**src/rtl/sobel_uc.sv**
```systemverilog
// Control unit for the sobel datapath: receives one image serially, then runs
// the compute/transmit loop for each output pixel until the datapath reports the last one.
module sobel_uc #(
  parameter int unsigned LARGURA    = 64,
  parameter int unsigned ALTURA     = 48,
  parameter int unsigned LAT_CALC   = 2,
  parameter int unsigned TIMEOUT_TX = 200000
) (
  input  logic        clock,
  input  logic        reset,
  input  logic        iniciar,
  input  logic        abortar,
  input  logic        rx_pronto,
  input  logic        tx_pronto,
  input  logic        sobel_fim_imagem,
  output logic        rx_enable,
  output logic        sobel_calcula,
  output logic        tx_partida,
  output logic        tx_enable,
  output logic        pronto,
  output logic        erro,
  output logic [15:0] db_bytes_rx,
  output logic [3:0]  db_estado
);

  localparam int unsigned N_BYTES = LARGURA * ALTURA;
  localparam int unsigned LW      = (LAT_CALC > 1) ? $clog2(LAT_CALC) : 1;
  localparam int unsigned TW      = $clog2(TIMEOUT_TX + 1);

  typedef enum logic [3:0] {
    OCIOSO      = 4'd0,
    RECEBE      = 4'd1,
    CALCULA     = 4'd2,
    ESPERA_CALC = 4'd3,
    TRANSMITE   = 4'd4,
    ESPERA_TX   = 4'd5,
    FIM         = 4'd6,
    ERRO        = 4'd7
  } estado_t;

  estado_t        estado;
  logic [LW-1:0]  cnt_lat;
  logic [TW-1:0]  cnt_tmo;
  logic [15:0]    bytes_inc;
  logic [TW-1:0]  tmo_inc;

  assign bytes_inc = db_bytes_rx + 16'd1;
  assign tmo_inc   = cnt_tmo + TW'(1);
  assign db_estado = estado;

  // Pulse outputs default low every cycle; they are raised on the transition into their state.
  always_ff @(posedge clock or negedge reset) begin
    if (!reset) begin
      estado        <= OCIOSO;
      rx_enable     <= 1'b0;
      sobel_calcula <= 1'b0;
      tx_partida    <= 1'b0;
      tx_enable     <= 1'b0;
      pronto        <= 1'b0;
      erro          <= 1'b0;
      db_bytes_rx   <= '0;
      cnt_lat       <= '0;
      cnt_tmo       <= '0;
    end else begin
      sobel_calcula <= 1'b0;
      tx_partida    <= 1'b0;
      pronto        <= 1'b0;
      if (abortar && (estado != OCIOSO)) begin
        estado    <= OCIOSO;
        rx_enable <= 1'b0;
        tx_enable <= 1'b0;
        cnt_lat   <= '0;
        cnt_tmo   <= '0;
      end else begin
        case (estado)
          OCIOSO: begin
            if (iniciar) begin
              estado      <= RECEBE;
              rx_enable   <= 1'b1;
              db_bytes_rx <= '0;
              erro        <= 1'b0;
            end
          end
          RECEBE: begin
            if (rx_pronto) begin
              db_bytes_rx <= bytes_inc;
              if (bytes_inc == 16'(N_BYTES)) begin
                estado        <= CALCULA;
                rx_enable     <= 1'b0;
                sobel_calcula <= 1'b1;
              end
            end
          end
          CALCULA: begin
            estado  <= ESPERA_CALC;
            cnt_lat <= LW'(LAT_CALC - 1);
          end
          ESPERA_CALC: begin
            if (cnt_lat == '0) begin
              estado     <= TRANSMITE;
              tx_partida <= 1'b1;
              tx_enable  <= 1'b1;
            end else begin
              cnt_lat <= cnt_lat - LW'(1);
            end
          end
          TRANSMITE: begin
            estado  <= ESPERA_TX;
            cnt_tmo <= '0;
          end
          // tx_pronto takes precedence over a timeout expiring in the same cycle
          ESPERA_TX: begin
            if (tx_pronto) begin
              tx_enable <= 1'b0;
              cnt_tmo   <= '0;
              if (sobel_fim_imagem) begin
                estado <= FIM;
                pronto <= 1'b1;
              end else begin
                estado        <= CALCULA;
                sobel_calcula <= 1'b1;
              end
            end else if (tmo_inc == TW'(TIMEOUT_TX)) begin
              estado    <= ERRO;
              erro      <= 1'b1;
              tx_enable <= 1'b0;
              cnt_tmo   <= '0;
            end else begin
              cnt_tmo <= tmo_inc;
            end
          end
          FIM: begin
            estado <= OCIOSO;
          end
          ERRO: begin
            if (iniciar) begin
              estado <= OCIOSO;
            end
          end
          default: begin
            estado <= OCIOSO;
          end
        endcase
      end
    end
  end

endmodule

```
**config.mk**
```make
export PLATFORM = sky130hd
export DESIGN_NAME = sobel_uc
export DESIGN_NICKNAME = d
export VERILOG_FILES = /design/src/rtl/sobel_uc.sv
export SDC_FILE = /design/constraint.sdc
export NUM_CORES = 1
export LEC_CHECK = 0
export BUFFER_PORTS_ARGS = -buffer_cell sky130_fd_sc_hd__clkbuf_2
export CAP_MARGIN = 20
export CORE_ASPECT_RATIO = 0.7
export CORE_UTILIZATION = 30
export CTS_BUF_LIST = sky130_fd_sc_hd__clkbuf_8
export DETAILED_ROUTE_END_ITERATION = 16
export MAX_ROUTING_LAYER = met4
export PLACE_DENSITY = 0.43
export SYNTH_ARGS = -nofsm -noshare
export SYNTH_HDL_FRONTEND = slang
export SYNTH_SLANG_ARGS = --single-unit
```
**constraint.sdc**
```tcl
create_clock -name clock -period 7.6 [get_ports clock]
set_input_delay 0.38 -clock clock [delete_from_list [all_inputs] [get_ports clock]]
set_output_delay 0.38 -clock clock [all_outputs]
set_load 0.005 [all_outputs]
```
; Word level (Yosys, flattened, before mapping)
; Index checks and enable logic that the tools add are counted.
[totals]
ff_bits = 45
in_bits = 7
output_inout_bits = 26
word_cells = 93
[op_classes]
addsub = 3
eq_ne = 18
mux = 47
bitwise_logic = 1
reduce_logical = 14
[op_table]
columns = op, count
row1 = $mux W18, 3
row2 = $pmux W18 S2, 1
row3 = $mux W16, 2
row4 = $mux W4, 8
row5 = $pmux W16 S2, 1
row6 = $pmux W4 S7, 1
row7 = $mux W1, 25
row8 = $add A18 B1 Y18 const B, 1
row9 = $eq A18 B18 Y1 const B, 1
row10 = $add A16 B1 Y16 const B, 1
row11 = $eq A16 B12 Y1 const B, 1
row12 = $ne A3 B3 Y1 const B, 5
row13 = $eq A4 B3 Y1 const B, 3
row14 = $reduce_bool A3 Y1, 4
row15 = $pmux W1 S2, 5
row16 = $eq A4 B2 Y1 const B, 2
row17 = $ne A2 B2 Y1 const B, 4
row18 = $reduce_and A4 Y1, 2
row19 = $reduce_and A6 Y1, 1
row20 = $reduce_and A5 Y1, 1
row21 = $eq A4 B1 Y1 const B, 1
row22 = $logic_not A4 Y1, 1
row23 = $ne A4 B4 Y1 const B, 1
row24 = $reduce_bool A2 Y1, 2
row25 = other kinds (6), 6

; Logic depth before layout (Yosys ltp)
; Gate-level depths: netlist of the first run.
[depth]
ltp_word = 6
mapped_depth = 9
ltp_nobuf = 8

; Worst setup path after synthesis of the first run
; No wires, ideal clock.
[synth_path]
path_type = reg-to-reg
startpoint = register db_bytes_rx[0]
endpoint = register estado[0] (netlist: db_estado[0])
setup_ps = 124
arrival_time_ps = 2402
required_time_ps = 7476
path_slack_ps = 5074
stages_incl_launch_ff = 9
path_buffers = 0
period_less_slack_ps = 2526
path_cell_list = dfrtp_1 ha_1 nand4_1 or4_1 xnor2_1 or4_4 or2_1 a31oi_1 a21oi_1
[synth_via]
elab_chain_len = 4
[synth_rtl]
columns = item, line_no
row1 = start: declaration, 22  ; output logic [15:0] db_bytes_rx,
row2 = start signal: assignment, 86  ; db_bytes_rx <= bytes_inc;
row3 = $add A16 B1 Y16, 47  ; assign bytes_inc = db_bytes_rx + 16'd1;
row4 = $eq A16 B12 Y1, 87  ; if (bytes_inc == 16'(N_BYTES)) begin
row5 = $ne A3 B3 Y1 (no line), --
row6 = $reduce_and A6 Y1 (no line), --
row7 = end signal: assignment, 54  ; estado <= OCIOSO;
row8 = end signal: assignment, 88  ; estado <= CALCULA;
row9 = end signal: assignment, 95  ; estado <= ESPERA_CALC;
row10 = end: declaration, 41  ; estado_t estado;
; Every way passes these cells.
; A chain may end at the register's enable or synchronous reset.

; Worst setup path in the final report of the first run
; Ends and elaborated chain as after synthesis.

==> results of run 1 <==
[power breakdown]
| part | switching [mW] | internal, mW | leakage (nW) |
|---|---|---|---|
| combinational | 0.0847 | 0.0400 | 0.688 |
| clock | 0.0868 | 0.0615 | 0.0452 |
| sequential | 0.0235 | 0.246 | 0.607 |
[final cells by class]
type / instances / share of cell area
multi-input combinational: 280 / 0.5176
tap: 124 / 0.04844
inverter: 7 / 0.008203
clock buffer: 5 / 0.02148
clock inverter: 2 / 0.002734
sequential: 44 / 0.3438
timing repair buffer: 35 / 0.05781
[worst max-delay path, stage by stage (launching register included)]
cell,delay (ns)
dfrtp_1,0.44
ha_1,0.33
nand4_1,0.16
or4_1,0.59
xnor2_1,0.15
or4_4,0.51
or2_1,0.26
a31oi_1,0.16
a21oi_1,0.07
[state kept, by name, summed over array words and instances (netlist names)]
register,count
cnt_tmo,18
db_bytes_rx,16
db_estado,3
cnt_lat,1
erro,1
pronto,1
rx_enable,1
sobel_calcula,1
tx_enable,1
tx_partida,1
[metal layers]
| layer | up-vias | wire [um] | global-route usage |
|---|---|---|---|
| met4 | 0 | 69 | 0.04091 |
| met3 | 8 | 289 | 0.03057 |
| li1 | 1343 | - | - |
| met2 | 51 | 3099 | 0.2119 |
| met5 | - | 0 | - |
| met1 | 1267 | 4726 | 0.2871 |
[synthesized netlist by cell type, types with 5 or more instances]
master,number
clkbuf_1,13
inv_1,7
or3_1,5
nor3_1,18
nor2_1,27
nand3_1,28
a31oi_1,5
a21oi_1,17
o31ai_1,6
o21ai_0,39
nand4_1,11
buf_2,6
nand2_1,41
nand2b_1,5
dfrtp_1,44
[worst min path at each step]
stage                  end     from  cells past startpoint
2_1_floorplan      cnt_lat    reset                      0
3_3_place_gp   cnt_tmo[12]    reset                      2
3_5_place_dp    tx_partida  cnt_lat                      1
4_1_cts            cnt_lat    reset                      2
5_1_grt             pronto    reset                      2
6_report            pronto    reset                      2
[cells by family after synthesis]
logic type               Yosys count
buffers and inverters             31
multiplexers                       4
adder cells (fa/ha/maj)            3
flip-flops                        44
AND/OR/NAND/NOR                  182
XOR/XNOR                           3
other                              1
AO/OA/AOI/OAI                     87
[through the flow]
stage	hold slack, ns	cells	power [mW]
4_1_cts	0.1883	496	0.5481
2_1_floorplan	0.08441	355	0.3442
5_1_grt	0.2351	497	0.5751
3_3_place_gp	0.5264	489	0.3991
3_5_place_dp	0.5225	489	0.3954
6_report	0.1618	497	0.5425
==> summary.txt, run 1 <==
Die
  • Die span in y: 84.16 um
  • Core area: 9216 um^2
  • Starting Density: 0.3139
  • FP Rows: 29
  • IO Count: 33
  • Die W: 119.4 um
  • Die Area: 10050 um^2

Place
  • HPWL after DPL: 5637 um
  • Placed inst area: 3118 um^2
  • Port bufs: 31
  • RD Place Congestion: 0.7484
  • DP Worst Slack: 4.835 ns

Clock network
  • Inserted Clock Buffers: 5
  • CTS tree: built
  • Clock Pin Slew Worst Setup and Hold Paths: 0.09 ns
  • Root Buffer: clkbuf_8
  • Clock buffer depth: 2
  • # Post-CTS Setup Buffers: 0
  • Worst skew pair latency: 0.30 ns
  • PostCTS Resize Cnt: 0
  • H-tree Lvls: 2
  • # hold bufs at CTS: 0
  • Total clock sinks: 44

Route
  • Antenna Nets Post-Route: 0
  • Final WL: 8184 um
  • DR DRC count: 0
  • DRT Pass-1 Iters: 5
  • DR vias: 2669
  • Wire per inst: 16.47 um
  • Drt initial violations: 207
  • Via-to-Cell Ratio: 5.370

Final layout
  • Layout overhead on the synthesized area: 10.73%
  • Share of layout cells above drive strength 1: 0.1501
  • Commonest non-fill, non-tap cell in the layout: dfrtp_1
  • Final Net Count: 382
  • Footprint of the multi-input gates: 1658 um^2
  • Filler cells: 996
  • Final core area utilization: 0.3475
  • Final instance area: 3203 um^2
  • Register area: 1101 um^2
  • Antenna fix cells: 0
  • Most frequent cells in the layout: dfrtp_1, nand2_1, o21ai_0

STA
  • RSZ-0062 raised after global routing: false
  • Post-route minimum period: 2.783 ns
  • Setup violators final: 0
  • Hold violation count in the final report: 0
  • Skew final: 0.004996 ns
  • Worst slew pin tran: 0.7998 ns
  • Slew margin rel.: 0.4619
  • Slew Limit Fails: 0
  • Fin Setup TNS: 0 ns
  • Fmax: 359.3 MHz
  • Final setup margin: 4.817 ns
  • Final period utilization: 0.3662

Logic synthesis
  • Cell taking the most area after synthesis: dfrtp_1
  • Synthesized-area fraction occupied by adder cells: 0.01211
  • Syn_nets: 364
  • Post-synthesis xor/xnor area fraction: 0.009083
  • Mux cell area share after synthesis: 0.01384
  • Synth Area in Compound Gates: 0.1864
  • YS warnings: 0
  • Post-synth top area share: 0.3806
  • Register area share after synthesis: 0.3806
  • Asr flop ratio synth: 1.000
  • Top post-synthesis cells by area: dfrtp_1, o21ai_0, nand2_1
  • Top_reg_cell synth: dfrtp_1
  • Number of library cell types mapped by synthesis: 57
  • Post-Synth Simple-Gate Area: 0.3503
  • Synthesized netlist cell count: 355
  • Flops & latches, synth: 44
  • Synth Area per Inst: 8.149 um^2
  • Largest family of logic cells by synthesized area: simple AND/OR/NAND/NOR gates
  • Synth Cell Area: 2893 um^2
  • Post-synth EDFFs: 0

Worst setup path
  • Reg2Reg Depth: 8
  • CP endpoint kind: flip-flop
  • Setup slack, reg-to-reg: 4.82 ns
  • Worst Path Class, Setup: reg -> reg
  • Setup crit start: db_bytes_rx[0]
  • WP data required: 7.79 ns
  • Critical Path Fanout Max: 7
  • Crit path to: db_estado[0]
  • R2R Path Start: db_bytes_rx[0]
  • Critical R2R Capture: db_estado[0]
  • Data arrival, critical path: 2.98 ns
  • Worst setup SP type: flip-flop

Run
  • Max cap viols: 0

Global route
  • Initial antenna violation count: 0
  • GR Overflow Total: 0
  • All-Layer GR Usage: 0.1756
  • Number of global-route vias before repair: 2373
  • Largest net degree at the start of global routing: 45
  • First-pass GRT wire length: 13330 um

Power
  • Peak VDD IR: 0.1072 mV
  • Static leakage: 1.340 nW
  • Power per Cell Area: 169.4 nW/um^2

Worst hold path
  • Hold WC Path Type: in -> async

Status
  • Status: completed
Power figures use the tool's default switching activity.
==> inputs of run 2 (changes only) <==
--- a/config.mk
+++ b/config.mk
@@ -12,7 +12,7 @@
 export CTS_BUF_LIST = sky130_fd_sc_hd__clkbuf_8
 export DETAILED_ROUTE_END_ITERATION = 16
 export MAX_ROUTING_LAYER = met4
-export PLACE_DENSITY = 0.43
+export PLACE_DENSITY = 0.44
 export SYNTH_ARGS = -nofsm -noshare
 export SYNTH_HDL_FRONTEND = slang
 export SYNTH_SLANG_ARGS = --single-unit
==> constraint.sdc (replaced) <==
create_clock -name clock -period 2.38 [get_ports clock]
set_input_delay 0.119 -clock clock [delete_from_list [all_inputs] [get_ports clock]]
set_output_delay 0.119 -clock clock [all_outputs]
set_load 0.005 [all_outputs]
==> run 2 against run 1 <==
Compared with the run above:
- the flow now finishes with violations (setup timing)
- sequential power rose to 3.1 times the previous value
- die area unchanged
- global-route usage up 1.1 points
- cell area up 13%
- via count up 8.5%
- core utilization up 4.4 points
- total power rose to 3.4 times the previous value
- critical path depth unchanged
==> summary.txt, run 2 (synthesis results as in run 1) <==
Status
  • Status: finished with violations
  • Failing checks: setup timing

Final layout
  • Max FFs per register: 18
  • Commonest non-fill, non-tap cell in the layout: buf_4
  • Most frequent cells in the layout: buf_4, dfrtp_1, nand2_1
  • Layout Cells excl Fill: 539
  • Antenna fix cells: 0
  • Final core area utilization: 0.3913
  • Layout overhead on the synthesized area: 24.65%
  • Final Net Count: 424
  • Share of layout cells above drive strength 1: 0.2578
  • Reg with most FFs: cnt_tmo
  • Final instance area: 3606 um^2

Clock network
  • Clock Pin Slew Worst Setup and Hold Paths: 0.09 ns
  • H-tree Lvls: 2
  • Total clock sinks: 44
  • Inserted Clock Buffers: 5
  • Clock buffer depth: 2
  • Worst skew pair latency: 0.31 ns
  • Root Buffer: clkbuf_8
  • CTS tree: built

Place
  • HPWL after DPL: 6279 um
  • DP Worst Slack: -0.02684 ns
  • Placed inst area: 3442 um^2
  • Placed cells: 530
  • RD Place Congestion: 0.8143
  • Port bufs: 31

Route
  • DR DRC count: 0
  • DRT Pass-1 Iters: 4
  • Drt initial violations: 173
  • Antenna Nets Post-Route: 0
  • Final WL: 8623 um
  • Wire per inst: 16.00 um
  • DR vias: 2897
  • Via-to-Cell Ratio: 5.375

Worst setup path
  • CP Cell Sequence: ha_4 > nand4_1 > or4_4 > xnor2_1 > or4_4 > or2_4 > a31oi_1 > a21oi_1
  • Crit path max-delay family: simple AND/OR/NAND/NOR gates
  • Most Frequent Cell on Critical Path: or4_4
  • Data arrival, critical path: 2.61 ns
  • CP endpoint kind: flip-flop
  • Slowest-stage cell, CP: or4_4
  • Critical path's largest stage delay: 0.52 ns
  • WP data required: 2.58 ns
  • Buf+Inv Stages, Crit Path: 0
  • Worst Path Class, Setup: reg -> reg
  • Critical Path Fanout Max: 3
  • Worst setup SP type: flip-flop

Power
  • Power per Cell Area: 516.0 nW/um^2
  • Peak VDD IR: 0.3085 mV
  • Static leakage: 1.598 nW

STA
  • Post-route minimum period: 2.416 ns
  • Final period utilization: 1.015
  • Final setup margin: -0.03625 ns
  • Setup violators final: 3
  • Slew Limit Fails: 0
  • Fmax: 413.9 MHz
  • RSZ-0062 raised after global routing: true
  • Hold violation count in the final report: 0
  • Slew margin rel.: 0.5006
  • Skew final: 0.007031 ns
  • Worst slew pin tran: 0.7490 ns

Global route
  • Initial antenna violation count: 0
  • Largest net degree at the start of global routing: 30
  • All-Layer GR Usage: 0.1865
  • Number of global-route vias before repair: 2659
  • First-pass GRT wire length: 14260 um
  • GR Overflow Total: 0

Run
  • Max cap viols: 0

Die
  • Die W: 119.4 um
  • IO Count: 33
  • FP Rows: 29
  • Core area: 9216 um^2
  • Starting Density: 0.3139
  • Die span in y: 84.16 um
  • Die Area: 10050 um^2

Worst hold path
  • Hold WC Path Type: in -> reg
## run 2: worst paths after layout
check | from | endpoint | slack [ns] | cells after the start
max | db_bytes_rx[1] | db_estado[0] | -0.04 | 8
min | sobel_fim_imagem | pronto | 0.03 | 3
max reg2reg | db_bytes_rx[1] | db_estado[0] | -0.04 | 8
min reg2reg | cnt_lat | tx_partida | 0.53 | 1
max in group asynchronous | reset | cnt_tmo[2] | 1.30 | 3
min in group asynchronous | reset | cnt_tmo[12] | 0.28 | 2
## run 2: final cells by class
class | count | area (um^2)
Fill cell | 997 | 5610
Multi-Input combinational cell | 280 | 1723
Sequential cell | 44 | 1102
Timing Repair Buffer | 77 | 503.0
Tap cell | 124 | 155.1
Clock buffer | 7 | 96.34
Inverter | 7 | 26.28
## run 2: timing repair
item | 4_1_cts | 5_1_grt
buffers inserted | 0 | 1
hold buffers | 1 | 0
endpoints found under the hold margin | 15 | 0
pin swaps | 1 | 2
setup endpoints to repair | 2 | 17
resized for setup | 0 | 11
## run 2: stage by stage
stage | total power [mW] | TNS, ns | hold slack [ns]
finish | 1.861 | -0.07767 | 0.02868
floorplan | 1.108 | -0.01527 | -0.1766
global placement | 1.326 | -0.0002249 | 0.09489
global route | 1.978 | -0.4935 | 0.04835
CTS | 1.877 | -0.04173 | 0.01722
detailed placement | 1.333 | -0.04699 | 0.1014
## run 2: layer usage
layer | track usage | up-vias | part of all wire
li1 | - | 1424 | -
met1 | 0.2877 | 1391 | 0.53
met2 | 0.2442 | 74 | 0.40
met3 | 0.03397 | 8 | 0.055
met4 | 0.04659 | 0 | 0.0090
met5 | - | - | 0
## run 2: tightest hold or removal path, delay by kind of cell
family	cells	cell delay, ns
and+or+nand+nor	2	0.10
buffers and inverters	1	0.09
## run 2: power breakdown
part,switching [mW],internal [mW],total (mW)
sequential,0.0514,0.786,0.837
combinational,0.312,0.174,0.486
clock,0.278,0.259,0.538
==> inputs of run 3 (changes only) <==
--- a/config.mk
+++ b/config.mk
@@ -13,6 +13,7 @@
 export DETAILED_ROUTE_END_ITERATION = 16
 export MAX_ROUTING_LAYER = met4
 export PLACE_DENSITY = 0.44
+export RECOVER_POWER = 100
 export SYNTH_ARGS = -nofsm -noshare
 export SYNTH_HDL_FRONTEND = slang
 export SYNTH_SLANG_ARGS = --single-unit
==> run 3 against run 2 <==
Compared with the run above:
- the run still ends with setup timing left
- count of clock-buffer cells in the layout is the same
- combinational power fell by 3%
- die area unchanged
- clock skew grew 0.00082 ns
- flip-flop and latch count stayed put
- fmax is 0.24% higher
- global-route usage unchanged
- critical path type unchanged
- largest power group unchanged
==> summary.txt, run 3 (synthesis results as in run 1) <==
Final layout
  • Footprint of the multi-input gates: 1714 um^2
  • Register area: 1102 um^2
  • Layout overhead on the synthesized area: 22.06%
  • Filler cells: 1018
  • Commonest non-fill, non-tap cell in the layout: dfrtp_1
  • Max FFs per register: 18
  • Final Net Count: 424
  • Reg with most FFs: cnt_tmo
  • Most frequent cells in the layout: dfrtp_1, nand2_1, o21ai_0
  • Layout Cells excl Fill: 539
  • Share of layout cells above drive strength 1: 0.2072
  • Antenna fix cells: 0

Clock network
  • Worst skew pair latency: 0.31 ns
  • H-tree Lvls: 2
  • Clock Pin Slew Worst Setup and Hold Paths: 0.09 ns
  • Total clock sinks: 44
  • CTS tree: built
  • Root Buffer: clkbuf_8
  • Clock buffer depth: 2
  • Inserted Clock Buffers: 5

Global route
  • First-pass GRT wire length: 14260 um
  • Initial antenna violation count: 0
  • GR Overflow Total: 0
  • Number of global-route vias before repair: 2659
  • Largest net degree at the start of global routing: 30
  • All-Layer GR Usage: 0.1865

Power
  • Comb power frac: 0.256
  • Power share of the sequential group: 0.455
  • Clk pwr share: 0.290
  • Static leakage: 1.499 nW
  • Sw Pwr: 0.6432 mW
  • Peak VDD IR: 0.3135 mV
  • Power per Cell Area: 522.8 nW/um^2
  • Sw Ratio: 0.3484
  • Pint: 1.203 mW

Status
  • Failing checks: setup timing
  • Status: finished with violations

STA
  • Slew Limit Fails: 0
  • Worst slew pin tran: 1.137 ns
  • Hold violation count in the final report: 0
  • Final setup margin: -0.03044 ns
  • Fin Setup TNS: -0.07342 ns
  • Fmax: 414.9 MHz
  • Skew final: 0.007849 ns
  • Post-route minimum period: 2.410 ns
  • Slew margin rel.: 0.2413
  • Final period utilization: 1.013
  • RSZ-0062 raised after global routing: true
  • Setup violators final: 3
  • Final hold slack: 0.02734 ns

Route
  • Wire per inst: 16.15 um
  • DR vias: 2914
  • Drt initial violations: 177
  • DR DRC count: 0
  • Via-to-Cell Ratio: 5.406
  • Final WL: 8704 um
  • DRT Pass-1 Iters: 4
  • Antenna Nets Post-Route: 0

Die
  • Starting Density: 0.3139
  • IO Count: 33
  • Core area: 9216 um^2
  • Die Area: 10050 um^2
  • Die W: 119.4 um
  • Die span in y: 84.16 um
  • FP Rows: 29

Place
  • Port bufs: 31
  • Placed cells: 530
  • HPWL after DPL: 6279 um
  • DP Worst Slack: -0.02684 ns
  • RD Place Congestion: 0.8143

Worst setup path
  • CP endpoint kind: flip-flop
  • Data arrival, critical path: 2.61 ns
  • Reg2Reg Depth: 8
  • R2R Path Start: db_bytes_rx[1]
  • Critical Path Fanout Max: 3
  • WP data required: 2.58 ns
  • Worst setup SP type: flip-flop
  • Critical R2R Capture: db_estado[0]
  • Setup slack, reg-to-reg: -0.03 ns
  • Worst Path Class, Setup: reg -> reg

Run
  • Max cap viols: 0

Worst hold path
  • Hold path depth: 3
  • Hold WC Path Type: in -> reg
  • Hold Startpoint: sobel_fim_imagem
  • Hold EP: pronto
-- run 3: cell types whose count changed in the layout (fill, tap and decap cells not counted) --
cell	delta
clkbuf_2	-5
clkbuf_1	+21
and2_0	+1
nor4_2	+1
buf_4	-16
nor4_4	-1
and2_1	-1
-- run 3: critical path: stages (launching register included) --
cell and delay, ns:
dfrtp_1 0.40, ha_4 0.15, nand4_1 0.12, or4_4 0.52, xnor2_1 0.14, or4_4 0.52
or2_4 0.26, a31oi_1 0.13, a21oi_1 0.06
-- run 3: per-layer routing --
metal,track usage,part of all wire,up-vias
li1,-,-,1427
met1,0.2877,0.53,1403
met2,0.2442,0.40,76
met3,0.03397,0.061,8
met4,0.04659,0.0090,0
met5,-,0,-
-- run 3: layout make-up --
type                            instances  share of cell area
Clock buffer                            7             0.02729
Inverter                                7            0.007442
Multi-Input combinational cell        280              0.4855
Sequential cell                        44              0.3122
Tap cell                              124             0.04394
Timing Repair Buffer                   77              0.1237
-- run 3: what timing repair did --
action,CTS,global route
endpoints found under the hold margin,15,0
hold buffers,1,0
pin swaps,1,2
gates resized for setup,0,11
setup endpoints to repair,2,17
buffers inserted,0,1
-- run 3: worst max-delay path by stage --
stage / from / to / slack [ns] / cells after the start
floorplan: db_bytes_rx[0] / rx_enable / -0.01 / 8
global placement: db_bytes_rx[1] / rx_enable / -0.0002 / 8
detailed placement: db_bytes_rx[1] / rx_enable / -0.03 / 8
CTS: db_bytes_rx[1] / rx_enable / -0.03 / 8
global route: db_bytes_rx[1] / rx_enable / -0.14 / 8
finish: db_bytes_rx[1] / db_estado[0] / -0.03 / 8
-- run 3: per-stage QoR --
stage	util	cell area, um^2	power [mW]
floorplan	-	2909	1.108
global placement	0.3727	3435	1.326
detailed placement	0.3735	3442	1.333
CTS	0.3850	3548	1.877
global route	0.3831	3531	1.961
finish	0.3831	3531	1.846
-- run 3: power groups by stage --
stage | Combinational [mW] | Clock [mW] | Sequential (mW)
2_1_floorplan | 0.258 | 0 | 0.850
3_3_place_gp | 0.472 | 0 | 0.854
3_5_place_dp | 0.480 | 0 | 0.853
4_1_cts | 0.482 | 0.557 | 0.838
5_1_grt | 0.528 | 0.589 | 0.844
6_report | 0.472 | 0.535 | 0.839
